==> config.mk <==
export PLATFORM = sky130hd
export DESIGN_NAME = condiciona_botoes
export DESIGN_NICKNAME = d
export VERILOG_FILES = /design/src/rtl/condiciona_pkg.sv /design/src/rtl/condiciona_botoes_sincronizador.sv /design/src/rtl/condiciona_botoes.sv
export SDC_FILE = /design/constraint.sdc
export NUM_CORES = 1
export LEC_CHECK = 0
export ABC_AREA = 1
export BUFFER_PORTS_ARGS = -buffer_cell sky130_fd_sc_hd__buf_2
export CELL_PAD_IN_SITES_DETAIL_PLACEMENT = 1
export CELL_PAD_IN_SITES_GLOBAL_PLACEMENT = 2
export CORE_UTILIZATION = 34
export CTS_CLUSTER_DIAMETER = 150
export DETAILED_ROUTE_END_ITERATION = 8
export MAX_ROUTING_LAYER = met4
export PLACE_DENSITY_LB_ADDON = 0.1
export SETUP_SLACK_MARGIN = 0.02
export SLEW_MARGIN = 20
export SYNTH_ARGS = -nofsm -noshare
export SYNTH_HDL_FRONTEND = slang
export SYNTH_HIERARCHICAL = 1
export SYNTH_SLANG_ARGS = --single-unit
export TNS_END_PERCENT = 10
==> constraint.sdc <==
create_clock -name clock -period 2 [get_ports clock]
set_clock_uncertainty 0.05 [all_clocks]
set_input_delay 0.5 -clock clock [delete_from_list [all_inputs] [get_ports clock]]
set_output_delay 0.5 -clock clock [all_outputs]
set_load 0.01 [all_outputs]
==> src/rtl/condiciona_pkg.sv <==
// Shared definitions for the button conditioner: FSM state encoding,
// debounce length calculation and a one-hot test helper.
package condiciona_pkg;

  localparam int NUM_BOTOES = 4;

  // db_estado exposes this encoding directly, so the values are fixed
  typedef enum logic [1:0] {
    OCIOSO      = 2'd0,
    FILTRANDO   = 2'd1,
    PRESSIONADO = 2'd2,
    SOLTANDO    = 2'd3
  } estado_t;

  // Debounce window in clock cycles; 64-bit product avoids overflow for fast clocks
  function automatic int calc_deb_cycles(input longint clock_freq, input longint debounce_ms);
    return int'((clock_freq * debounce_ms) / 64'd1000);
  endfunction

  // True when exactly one button is pressed
  function automatic logic eh_one_hot(input logic [NUM_BOTOES-1:0] v);
    return (v != '0) && ((v & (v - 1'b1)) == '0);
  endfunction

endpackage

==> src/rtl/condiciona_botoes_sincronizador.sv <==
// Two-flop synchronizer for the raw button levels, async active-low clear.
module sincronizador_2ff #(
  parameter int W = 4
) (
  input  logic         clock,
  input  logic         reset,
  input  logic [W-1:0] d,
  output logic [W-1:0] q
);

  logic [W-1:0] meta;

  // first flop may go metastable; second one gives the FSM a clean level
  always_ff @(posedge clock or negedge reset) begin
    if (!reset) begin
      meta <= '0;
      q    <= '0;
    end else begin
      meta <= d;
      q    <= meta;
    end
  end

endmodule

==> src/rtl/condiciona_botoes.sv <==
// Button conditioner: debounces 4 push buttons, accepts only single-button
// presses (one pulse per press), flags and drains multi-button presses.
// Optional macro CONDICIONA_SYNC_EN inserts a 2-flop input synchronizer.
module condiciona_botoes
  import condiciona_pkg::*;
#(
  parameter int CLOCK_FREQ  = 50000000,
  parameter int DEBOUNCE_MS = 10
) (
  input  logic                  clock,
  input  logic                  reset,
  input  logic [NUM_BOTOES-1:0] botoes_raw,
  output logic [NUM_BOTOES-1:0] botoes,
  output logic                  jogada_pulso,
  output logic                  multipla,
  output logic [1:0]            db_estado
);

  localparam int DEB_CYCLES = calc_deb_cycles(longint'(CLOCK_FREQ), longint'(DEBOUNCE_MS));
  localparam int CW         = $clog2(DEB_CYCLES);
  localparam logic [CW-1:0] CNT_FIM = CW'(DEB_CYCLES - 1);

  if (DEB_CYCLES < 2) begin : g_deb_invalido
    $error("condiciona_botoes: DEB_CYCLES must be >= 2");
  end

  logic [NUM_BOTOES-1:0] s;

`ifdef CONDICIONA_SYNC_EN
  sincronizador_2ff #(.W(NUM_BOTOES)) u_sinc (
    .clock (clock),
    .reset (reset),
    .d     (botoes_raw),
    .q     (s)
  );
`else
  assign s = botoes_raw;
`endif

  estado_t               estado, estado_d;
  logic [CW-1:0]         cnt, cnt_d;
  logic [NUM_BOTOES-1:0] cand, cand_d;
  logic [NUM_BOTOES-1:0] botoes_d;
  logic                  pulso_d, multipla_d;

  // state and all outputs are registered together
  always_ff @(posedge clock or negedge reset) begin
    if (!reset) begin
      estado       <= OCIOSO;
      cnt          <= '0;
      cand         <= '0;
      botoes       <= '0;
      jogada_pulso <= 1'b0;
      multipla     <= 1'b0;
    end else begin
      estado       <= estado_d;
      cnt          <= cnt_d;
      cand         <= cand_d;
      botoes       <= botoes_d;
      jogada_pulso <= pulso_d;
      multipla     <= multipla_d;
    end
  end

  // next-state and next-output logic; counter stops at CNT_FIM, never wraps
  always_comb begin
    estado_d   = estado;
    cnt_d      = cnt;
    cand_d     = cand;
    botoes_d   = botoes;
    pulso_d    = 1'b0;
    multipla_d = multipla;
    unique case (estado)
      OCIOSO: begin
        botoes_d = '0;
        if (s != '0) begin
          cand_d   = s;
          cnt_d    = '0;
          estado_d = FILTRANDO;
        end
      end
      FILTRANDO: begin
        if (s == '0) begin
          cnt_d    = '0;
          estado_d = OCIOSO;
        end else if (s != cand) begin
          // pattern changed mid-window: restart filtering on the new pattern
          cand_d = s;
          cnt_d  = '0;
        end else if (cnt == CNT_FIM) begin
          if (eh_one_hot(cand)) begin
            botoes_d = cand;
            pulso_d  = 1'b1;
            estado_d = PRESSIONADO;
          end else begin
            multipla_d = 1'b1;
            botoes_d   = '0;
            cnt_d      = '0;
            estado_d   = SOLTANDO;
          end
        end else begin
          cnt_d = cnt + 1'b1;
        end
      end
      PRESSIONADO: begin
        // release or an added button both end the press
        if (s != botoes) begin
          botoes_d = '0;
          cnt_d    = '0;
          estado_d = SOLTANDO;
        end
      end
      SOLTANDO: begin
        if (s != '0) begin
          cnt_d = '0;
        end else if (cnt == CNT_FIM) begin
          multipla_d = 1'b0;
          cnt_d      = '0;
          estado_d   = OCIOSO;
        end else begin
          cnt_d = cnt + 1'b1;
        end
      end
    endcase
  end

  assign db_estado = estado;

endmodule

==> summary.md <==
| Metric | Value |
|---|---|
| Clock power share | 21.8% |
| CTS tree | built |
| Initial antenna violation count | 0 |
| Initial DRT Pass Iterations | 4 |
| Logic pwr share | between 40% and 50% |
| Total number of vias | 2,495 |
| Tot GR Track Use | 24.3% |
| Finish-stage setup viols | 0 |
| Die Span X | between 80 and 90 µm |
| Unrepaired setup endpoints after global routing | true |
| Crit path required time | between 2000 and 2500 ps |
| Top-count cell post-synth | nand2_1 |
| Fin util | 41.1% |
| Async SR Flop Fraction | between 90% and 100% |
| Main area contributors after synthesis | dfrtp_1 32%, nand2_1 19%, nand3_1 9.9% |
| Final worst slack | 140 ps |
| CP Launch Type | flip-flop |
| Initial Util | a little over a third |
| Synthesis-to-layout area growth | 15.8% |
| Reg2reg path depth | 9 |
| Post-Layout Cell Count | ~500 |
| Sw frac | ~46% |
| WL final | around 7900 µm |
| # DRC | 0 |
| Initial DRC Count | 96 |
| Worst rel slew slack | about three quarters |
| Synthesized flop and latch total | 31 |
| Number of I/O pins | 14 |
| Pre-CTS setup slack | -28.8 ps |
| Placed cells | roughly 490 |
| Worst setup path start | cnt[1] |
| Sequential fraction of the synthesis area | between 30% and 40% |
| Clk buf depth | 2 |
| Slew @ Worst Pin | 383 ps |
| Max-Cap Viols | 0 |
| Final Cycle Share | 93.0% |
| Die height | ~87 µm |
| Placer congestion estimate | 0.842 |
| Largest net degree at the start of global routing | 32 |
| Highest clock rate | around 0.54 GHz |
| Ys Warns | 6 |
| Synth Cell Area | around 2400 µm² |
| Overflow after GRT | 0 |
| Class of the worst hold path | input pin to async pin |
| Setup CP Type | flip-flop to flip-flop |
| ANT cells | 0 |
| Crit-path max FO | 17 |
| Reg-to-reg setup timing slack | between 100 and 150 ps |
| DR WL/cell | 15.8 µm |
| Cell taking the most area after synthesis | dfrtp_1 |
| Switch Pwr | roughly 1.2 mW |
| Clock Pin Slew Worst Setup and Hold Paths | 70 ps |
| Post-DP HPWL | 5830 µm |
| Final min period | between 1500 and 2000 ps |
| Sequential share of power | between 30% and 40% |
| PortBufs | 13 |
| Syn Inst Count | 380 |
| Commonest cells in the netlist | 122 x nand2_1, 53 x nor2_1, 48 x nand3_1 |
| Share of cells above drive strength 1 | 18.0% |
| Root buffer cell | clkbuf_8 |
| Final Hold Vio Count | 0 |
| Slew Viols, Final | 0 |
| VDD IR max | 474 µV |
| Std-Cell Rows | 30 |
| Power Internal | 1.42 mW |
| Syn_area_per_cell | approximately 6.4 µm² |
| Area of the die | 7500 µm² |
| Vias in the first global route | ~2,500 |
| Vias per cell | slightly below 5 |
| Synth top area share | a little under a third |
| Final hold slack | ~110 ps |
| Post-synth EDFFs | 0 |
| Global-route wire length before repair | between 10,000 and 15,000 µm |
| Final Total Pwr | about 2.6 mW |
| Final instance area | between 2000 and 3000 µm² |
| Placed Area | 2680 µm² |
| Worst Path Arrival | just under 2000 ps |
| Cell variety after synth | 32 |
| CTS H-tree depth | 2 |
| Crit. End Element | flip-flop |
| Reg2reg start | cnt[1] |
| Total setup buffers inserted after CTS | 0 |
| Main flop type after synthesis | dfrtp_1 |
| CTS Buf Count | 5 |
| Total core area | just under 7000 µm² |
| RR Endpoint | cnt[0] |
| Leak Pwr | about 1.4 nW |
| Final setup TNS | 0 ps |
| Status | completed |
| Nets | between 400 and 500 |
| Clock Latency Late Sink | about 290 ps |
| Sink Count | 31 |
| Synth Net Count | 387 |
| Pwr/cell area | just over 900 nW/µm² |
| Remaining antenna violation count | 0 |
worst max path at each step:
stage	cells past startpoint	slack [ps]	end
floorplan	10	370	cnt[15]
CTS	9	60	cnt[0]
global route	11	10	multipla
detailed placement	11	-30	cnt[0]
finish	9	140	cnt[0]
global placement	11	-50	cnt[0]
critical path, cell delays in order, from the launching register on:
cell and delay, ps:
dfrtp_1 390, ha_2 230, nand2_2 90, nor2_4 150
nand3_2 110, nor2_4 160, nand3_4 150, nand2_8 180
nand2_1 60, o21ai_0 140
area by class of cell:
type,count,area (µm²)
repair buffers,27,183
well taps,96,120
fillers,924,4050
flip-flops and latches,31,776
clock buffers,8,100
inverters,45,170
multi-input cells,295,1470
state kept, by name, summed over array words and instances, names as in the netlist, named ones only:
name	count
botoes	4
db_estado	1
cand	4
cnt	19
jogada_pulso	1
multipla	1
metal layers:
metal,vias to the layer above,global-route usage (%),part of all wire (%)
li1,1267,-,-
met1,1200,34.8,53
met3,6,3.14,2.2
met5,-,-,0
met2,22,36.5,44
met4,0,5.00,0.92
cells in the final DEF, fill, tap and decap left out:
| master | instances |
|---|---|
| a21oi_1 | 1 |
| a31oi_1 | 1 |
| and3b_1 | 1 |
| buf_12 | 1 |
| buf_2 | 13 |
| buf_4 | 13 |
| clkbuf_1 | 1 |
| clkbuf_8 | 7 |
| clkinv_1 | 1 |
| clkinv_2 | 1 |
| dfrtp_1 | 31 |
| ha_2 | 1 |
| inv_1 | 34 |
| inv_2 | 9 |
| nand2_1 | 122 |
| nand2_2 | 8 |
| nand2_8 | 1 |
| nand3_1 | 47 |
| nand3_2 | 8 |
| nand3_4 | 3 |
| nand4_1 | 16 |
| nor2_1 | 52 |
| nor2_2 | 1 |
| nor2_4 | 4 |
| nor3_1 | 3 |
| nor3b_2 | 1 |
| o211ai_1 | 1 |
| o211ai_2 | 1 |
| o21ai_0 | 10 |
| o21ai_1 | 5 |
| o21bai_1 | 1 |
| o21bai_2 | 1 |
| xor2_1 | 6 |
power by group through the flow:
| stage | clock (mW) | combinational (mW) | sequential [mW] |
|---|---|---|---|
| floorplan | 0 | 0.707 | 0.891 |
| global placement | 0 | 1.16 | 0.895 |
| detailed placement | 0 | 1.16 | 0.895 |
| CTS | 0.590 | 1.17 | 0.886 |
| global route | 0.609 | 1.31 | 0.908 |
| finish | 0.574 | 1.18 | 0.882 |
kinds of logic (layout without fill, tap and decap cells):
| kind of cell | Yosys count | count (layout) | share of synthesized area, % |
|---|---|---|---|
| simple gates | 267 | 267 | 51.0 |
| buf+inv | 54 | 80 | 9.45 |
| flops | 31 | 31 | 31.9 |
| compound gates | 21 | 21 | 4.98 |
| xor+xnor | 6 | 6 | 2.16 |
| fa+ha+maj | 1 | 1 | 0.514 |
what timing repair did:
action | 4_1_cts | 5_1_grt
resized for setup | 0 | 8
endpoints found under the setup margin | 0 | 21
hold buffers | 0 | 0
(Power assumes the default switching activity.)
